--- src/rtl/seg7_scan_decoder.sv ---
// seg7_scan_decoder
//   Watches a multiplexed 7-segment display bus and recovers the four
//   hex digits it shows. A {seg_in, dig_en} sample is captured only after
//   it has held for STABLE_CYCLES cycles. Once all four digits have been
//   captured, the assembled frame is presented on a valid/ready output.
//
// Ports
//   clk        : clock; all state updates on the rising edge
//   rst_n      : asynchronous active-low reset
//   seg_in     : segment levels, active-high, [6]=a .. [0]=g
//   dig_en     : one-hot digit select; bit i selects digit i
//   out_ready  : consumer accepts the presented frame
//   value      : decoded frame; digit i occupies value[4i+3:4i]
//   digit_err  : bit i set when digit i held an undecodable pattern
//   out_valid  : value/digit_err hold a frame that has not been accepted
//   overrun    : one-cycle pulse when a completed frame is dropped
module seg7_scan_decoder #(
  parameter int STABLE_CYCLES = 4
) (
  input  logic        clk,
  input  logic        rst_n,
  input  logic [6:0]  seg_in,
  input  logic [3:0]  dig_en,
  input  logic        out_ready,
  output logic [15:0] value,
  output logic [3:0]  digit_err,
  output logic        out_valid,
  output logic        overrun
);

  localparam int          NUM_DIG = 4;
  localparam logic [7:0]  C_MAX   = 8'(STABLE_CYCLES - 1);

  // Returns {err, nibble}. Unknown patterns decode to nibble 0 with err set.
  function automatic logic [4:0] dec7(input logic [6:0] s);
    case (s)
      7'b1111110: dec7 = 5'h00;
      7'b0110000: dec7 = 5'h01;
      7'b1101101: dec7 = 5'h02;
      7'b1111001: dec7 = 5'h03;
      7'b0110011: dec7 = 5'h04;
      7'b1011011: dec7 = 5'h05;
      7'b1011111: dec7 = 5'h06;
      7'b1110000: dec7 = 5'h07;
      7'b1111111: dec7 = 5'h08;
      7'b1111011: dec7 = 5'h09;
      7'b1110111: dec7 = 5'h0A;
      7'b0011111: dec7 = 5'h0B;
      7'b1001110: dec7 = 5'h0C;
      7'b0111101: dec7 = 5'h0D;
      7'b1001111: dec7 = 5'h0E;
      7'b1000111: dec7 = 5'h0F;
      default:    dec7 = 5'h10;
    endcase
  endfunction

  // Two-deep sample history: r_seg/r_en is the sample under test and
  // r_pseg/r_pen is the one before it. Comparing registered samples,
  // rather than the live input, gives the STABLE_CYCLES+1 latency.
  logic [6:0]                    r_seg, r_pseg;
  logic [NUM_DIG-1:0]            r_en, r_pen;
  logic [7:0]                    r_cnt;
  logic [NUM_DIG-1:0]            r_mask;
  logic [NUM_DIG-1:0][3:0]       r_pnib;
  logic [NUM_DIG-1:0]            r_perr;
  logic [15:0]                   r_value;
  logic [NUM_DIG-1:0]            r_derr;
  logic                          r_vld;
  logic                          r_ovr;

  logic                          w_same;
  logic                          w_onehot;
  logic [7:0]                    w_cnt_nxt;
  logic                          w_cap;
  logic [4:0]                    w_dec;
  logic [NUM_DIG-1:0]            w_mask_nxt;
  logic                          w_done;
  logic [NUM_DIG-1:0][3:0]       w_nnib;
  logic [NUM_DIG-1:0]            w_nerr;

  assign w_same   = ({r_seg, r_en} == {r_pseg, r_pen});
  assign w_onehot = (r_en != '0) && ((r_en & (r_en - 4'd1)) == '0);
  assign w_dec    = dec7(r_seg);

  // Counter is pinned to 0 whenever the select is not one-hot, so a
  // capture can only ever target exactly one digit.
  always_comb begin
    w_cnt_nxt = '0;
    if (w_onehot && w_same)
      w_cnt_nxt = (r_cnt == C_MAX) ? C_MAX : r_cnt + 8'd1;
  end

  // Fires only on the edge into saturation: one capture per stable period.
  assign w_cap      = (w_cnt_nxt == C_MAX) && (r_cnt != C_MAX);
  assign w_mask_nxt = r_mask | (w_cap ? r_en : '0);
  assign w_done     = (w_mask_nxt == 4'hF);

  // Per-digit pending slot; a recapture simply overwrites the slot.
  for (genvar i = 0; i < NUM_DIG; i++) begin : g_slot
    assign w_nnib[i] = (w_cap && r_en[i]) ? w_dec[3:0] : r_pnib[i];
    assign w_nerr[i] = (w_cap && r_en[i]) ? w_dec[4]   : r_perr[i];
  end

  always_ff @(posedge clk or negedge rst_n) begin
    if (!rst_n) begin
      r_seg   <= '0;
      r_en    <= '0;
      r_pseg  <= '0;
      r_pen   <= '0;
      r_cnt   <= '0;
      r_mask  <= '0;
      r_pnib  <= '0;
      r_perr  <= '0;
      r_value <= '0;
      r_derr  <= '0;
      r_vld   <= 1'b0;
      r_ovr   <= 1'b0;
    end else begin
      r_seg   <= seg_in;
      r_en    <= dig_en;
      r_pseg  <= r_seg;
      r_pen   <= r_en;
      r_cnt   <= w_cnt_nxt;
      r_mask  <= w_done ? '0 : w_mask_nxt;
      r_pnib  <= w_nnib;
      r_perr  <= w_nerr;
      r_ovr   <= 1'b0;
      if (w_done) begin
        if (!r_vld || out_ready) begin
          r_value <= w_nnib;
          r_derr  <= w_nerr;
          r_vld   <= 1'b1;
        end else begin
          // Consumer still holds the previous frame: drop the new one.
          r_ovr <= 1'b1;
        end
      end else if (r_vld && out_ready) begin
        r_vld <= 1'b0;
      end
    end
  end

  assign value     = r_value;
  assign digit_err = r_derr;
  assign out_valid = r_vld;
  assign overrun   = r_ovr;

endmodule

--- config.mk ---
export PLATFORM = sky130hd
export DESIGN_NAME = seg7_scan_decoder
export DESIGN_NICKNAME = d
export VERILOG_FILES = /design/src/rtl/seg7_scan_decoder.sv
export SDC_FILE = /design/constraint.sdc
export NUM_CORES = 1
export LEC_CHECK = 0
export CAP_MARGIN = 25
export CORE_MARGIN = 1.5
export CORE_UTILIZATION = 35
export DETAILED_ROUTE_END_ITERATION = 7
export PLACE_DENSITY_LB_ADDON = 0.05
export SYNTH_ARGS = -nofsm -noshare
export SYNTH_HDL_FRONTEND = slang
export SYNTH_SLANG_ARGS = --single-unit
--- constraint.sdc ---
create_clock -name clk -period 3.7 [get_ports clk]
set_input_delay 1.11 -clock clk [delete_from_list [all_inputs] [get_ports clk]]
set_output_delay 1.11 -clock clk [all_outputs]
set_load 0.02 [all_outputs]
==> flow_metrics.tcl <==
set metrics [dict create \
    cap_violations 0 \
    grt-ovfl-total 0 \
    finClkSkew_ps 13.9 \
    finalSetupViolCount 0 \
    tritoncts "built" \
    crit_type "flop to flop" \
    grt_pass1_vias 2018 \
    worstPathArrival_ps 3300 \
    dr.pass1.iters 4 \
    post-route-period-util 0.825 \
    wl_um 6410 \
    seq_area_frac_synth 0.567 \
    cts_resized 0 \
    yosys_most_used_dff "dfrtp_1" \
    yosysUniqueCellTypes 49 \
    synth-edff-count 0 \
    pin_count 36 \
    cts_root_buffer "clkbuf_8" \
    crit_path_start "r_seg[6]" \
    vias 2052 \
    rr_startpoint "r_seg[6]" \
    core_area_um2 9280 \
    min_from "r_en[2]" \
    n_fill_cell 894 \
    dieArea_um2 10200 \
    hold_path.class "flop to flop" \
    slew_viol_final 0 \
    grt_pass1_wl_um 10800 \
    drt_iter0_markers 113 \
    cp_max_fo 20 \
    port_buffers 35 \
    slowest_delay_ps 540 \
    gp_congestion 0.778 \
    path_clk_slew_ps 90 \
    crit_chain "xor2_1 -> nor4_2 -> nand4_4 -> o31ai_1 -> nand4_1 -> nand2b_4 -> mux2_4" \
    ant_nets 0 \
    synthesis.nets 275 \
    diodes 0 \
    initial_core_util 0.361 \
    drive_gt1_frac 0.243 \
    ys_seq_elements 76 \
    peakVddDrop_v 0.000220 \
    syn_to_final_growth_pct 21.6 \
    p_per_area_nw_per_um2 418 \
    hpwlAfterDp_um 4110 \
    worst_pin_slew_ps 546 \
    max_freq_ghz 0.328 \
    finalPower_uw 1710 \
    grt_max_degree 77 \
    finalHoldViolations 0 \
    wl_per_cell_um 14.9 \
    cts_setup_buffers 0 \
    tns_ps 0 \
    h-tree-depth 3 \
    fin_util 0.439 \
    drc 0 \
    slew-limit-headroom 0.632 \
    die_width_um 101 \
    holdWs_ps 458 \
    die_h_um 101 \
    power_leakage_uw 0.00185 \
    yosys_warnings 0 \
    antenna_found_initial 0 \
    cts_buffers 9 \
    syn_area_um2 3350 \
    status "finished, final reports clean" \
    ctsHoldBuffers 0 \
    vias_per_cell 4.77 \
    critPathCaptureType "flop" \
    min_period_ps 3050 \
    final_nets 311 \
    cts_buffer_depth 2 \
    clock_sinks 76 \
    grt_setup_unrepaired "no" \
    syn_area_per_cell_um2 12.9 \
    syn_inst 260 \
    track_usage 0.142 \
    slowest_stage "dfrtp_1" \
    startpoint_type "flop" \
    worst-path-buf-inv 0 \
    core.rowCount 35 \
    required_ps 3940 \
    async_flop_share 1.00 \
    cp_top_family "simple AND/OR/NAND/NOR gates" \
    clkLatencyLatePin_ps 350 \
]
## kinds of logic after synthesis
| logic type | share of synthesized area |
|---|---|
| AO/OA/AOI/OAI | 0.0586 |
| XOR/XNOR | 0.0470 |
| adder cells (fa/ha/maj) | 0.00373 |
| buffers and inverters | 0.0228 |
| flip-flops | 0.567 |
| multiplexers | 0.157 |
| AND/OR/NAND/NOR | 0.144 |
## registers in the layout, summed over array words and instances, names as in the netlist, 4 cells and up
signal and flops:
r_pnib 16, r_perr 4, digit_err 4, r_pen 4
r_pseg 7, r_cnt 8, r_en 4, value 16
r_mask 4, r_seg 7
## cell usage after synthesis, types with 4 or more instances
| cell type | number | share of area |
|---|---|---|
| o31ai_1 | 5 | 0.011 |
| o21ai_0 | 6 | 0.0090 |
| mux2_2 | 20 | 0.067 |
| a21oi_1 | 8 | 0.012 |
| nand3_1 | 5 | 0.0075 |
| nand4_1 | 4 | 0.0075 |
| nor2_1 | 14 | 0.016 |
| xor2_1 | 9 | 0.024 |
| nor2_2 | 4 | 0.0075 |
| inv_1 | 5 | 0.0056 |
| nor3_1 | 6 | 0.0090 |
| nand3b_1 | 5 | 0.011 |
| nand2_1 | 13 | 0.015 |
| mux2_4 | 20 | 0.090 |
| xnor2_1 | 9 | 0.024 |
| clkbuf_1 | 8 | 0.0090 |
| dfrtp_1 | 76 | 0.57 |
| and3_1 | 5 | 0.0093 |
## per-layer routing
metal  vias to the layer above  global-route usage  wire length (um)
met5                         -                   0                 0
met4                         0              0.0577               105
met3                         8              0.0472               307
met2                        43               0.195              2800
met1                      1016               0.204              3190
li1                        985                   -                 -
## per-stage QoR
stage	setup slack [ps]	instances	instance area, um^2
floorplan	1090	260	3350
global placement	642	413	3810
detailed placement	655	413	3810
CTS	621	429	4050
global route	353	430	4080
finish	647	430	4080
## layout make-up
| class | instances | area, um^2 | share of cell area |
|---|---|---|---|
| Sequential cell | 76 | 1900 | 0.466 |
| Timing Repair Buffer | 36 | 375 | 0.0920 |
| Clock buffer | 9 | 124 | 0.0304 |
| Multi-Input combinational cell | 168 | 1380 | 0.337 |
| Inverter | 5 | 18.8 | 0.00460 |
| Tap cell | 129 | 161 | 0.0396 |
| Clock inverter | 7 | 121 | 0.0298 |
## worst paths after layout
kind,endpoint,slack [ps],cells past startpoint
max,value[8],650,7
min,r_pen[2],460,0
max reg2reg,value[8],650,7
min reg2reg,r_pen[2],460,0
max in group asynchronous,r_cnt[4],2600,2
min in group asynchronous,r_seg[3],550,1
## cell usage in the layout (no fill, tap or decap), types with 2 or more instances in the layout
cell type | Yosys | layout
inv_6 | 0 | 2
xor2_1 | 9 | 9
mux2_4 | 20 | 20
o31ai_1 | 5 | 5
nor3_1 | 6 | 6
o21ai_0 | 6 | 6
nor2_2 | 4 | 4
nand3_1 | 5 | 5
clkbuf_8 | 0 | 9
nand2b_1 | 3 | 3
nor3b_1 | 3 | 3
xnor2_1 | 9 | 9
bufinv_16 | 0 | 3
nand4_1 | 4 | 4
a21oi_1 | 8 | 8
and3_1 | 5 | 5
clkdlybuf4s50_1 | 0 | 34
nand3b_1 | 5 | 5
dfrtp_1 | 76 | 76
nand2_1 | 13 | 13
and2_2 | 3 | 3
nor2_1 | 14 | 14
inv_1 | 5 | 5
mux2_2 | 20 | 20
## power by group
| group | switching (uW) | internal [uW] | total, uW |
|---|---|---|---|
| logic | 36.6 | 31.6 | 68.2 |
| registers | 21.3 | 842 | 863 |
| clock network | 321 | 453 | 774 |
| total | 379 | 1330 | 1710 |
## worst reg2reg max path, cell delays in order (launching register included)
cell      delay, ps
dfrtp_1         540
xor2_1          220
nor4_2          480
nand4_4         240
o31ai_1         370
nand4_1         280
nand2b_4        410
mux2_4          400
Note: power is estimated with default switching activity, not from simulation.
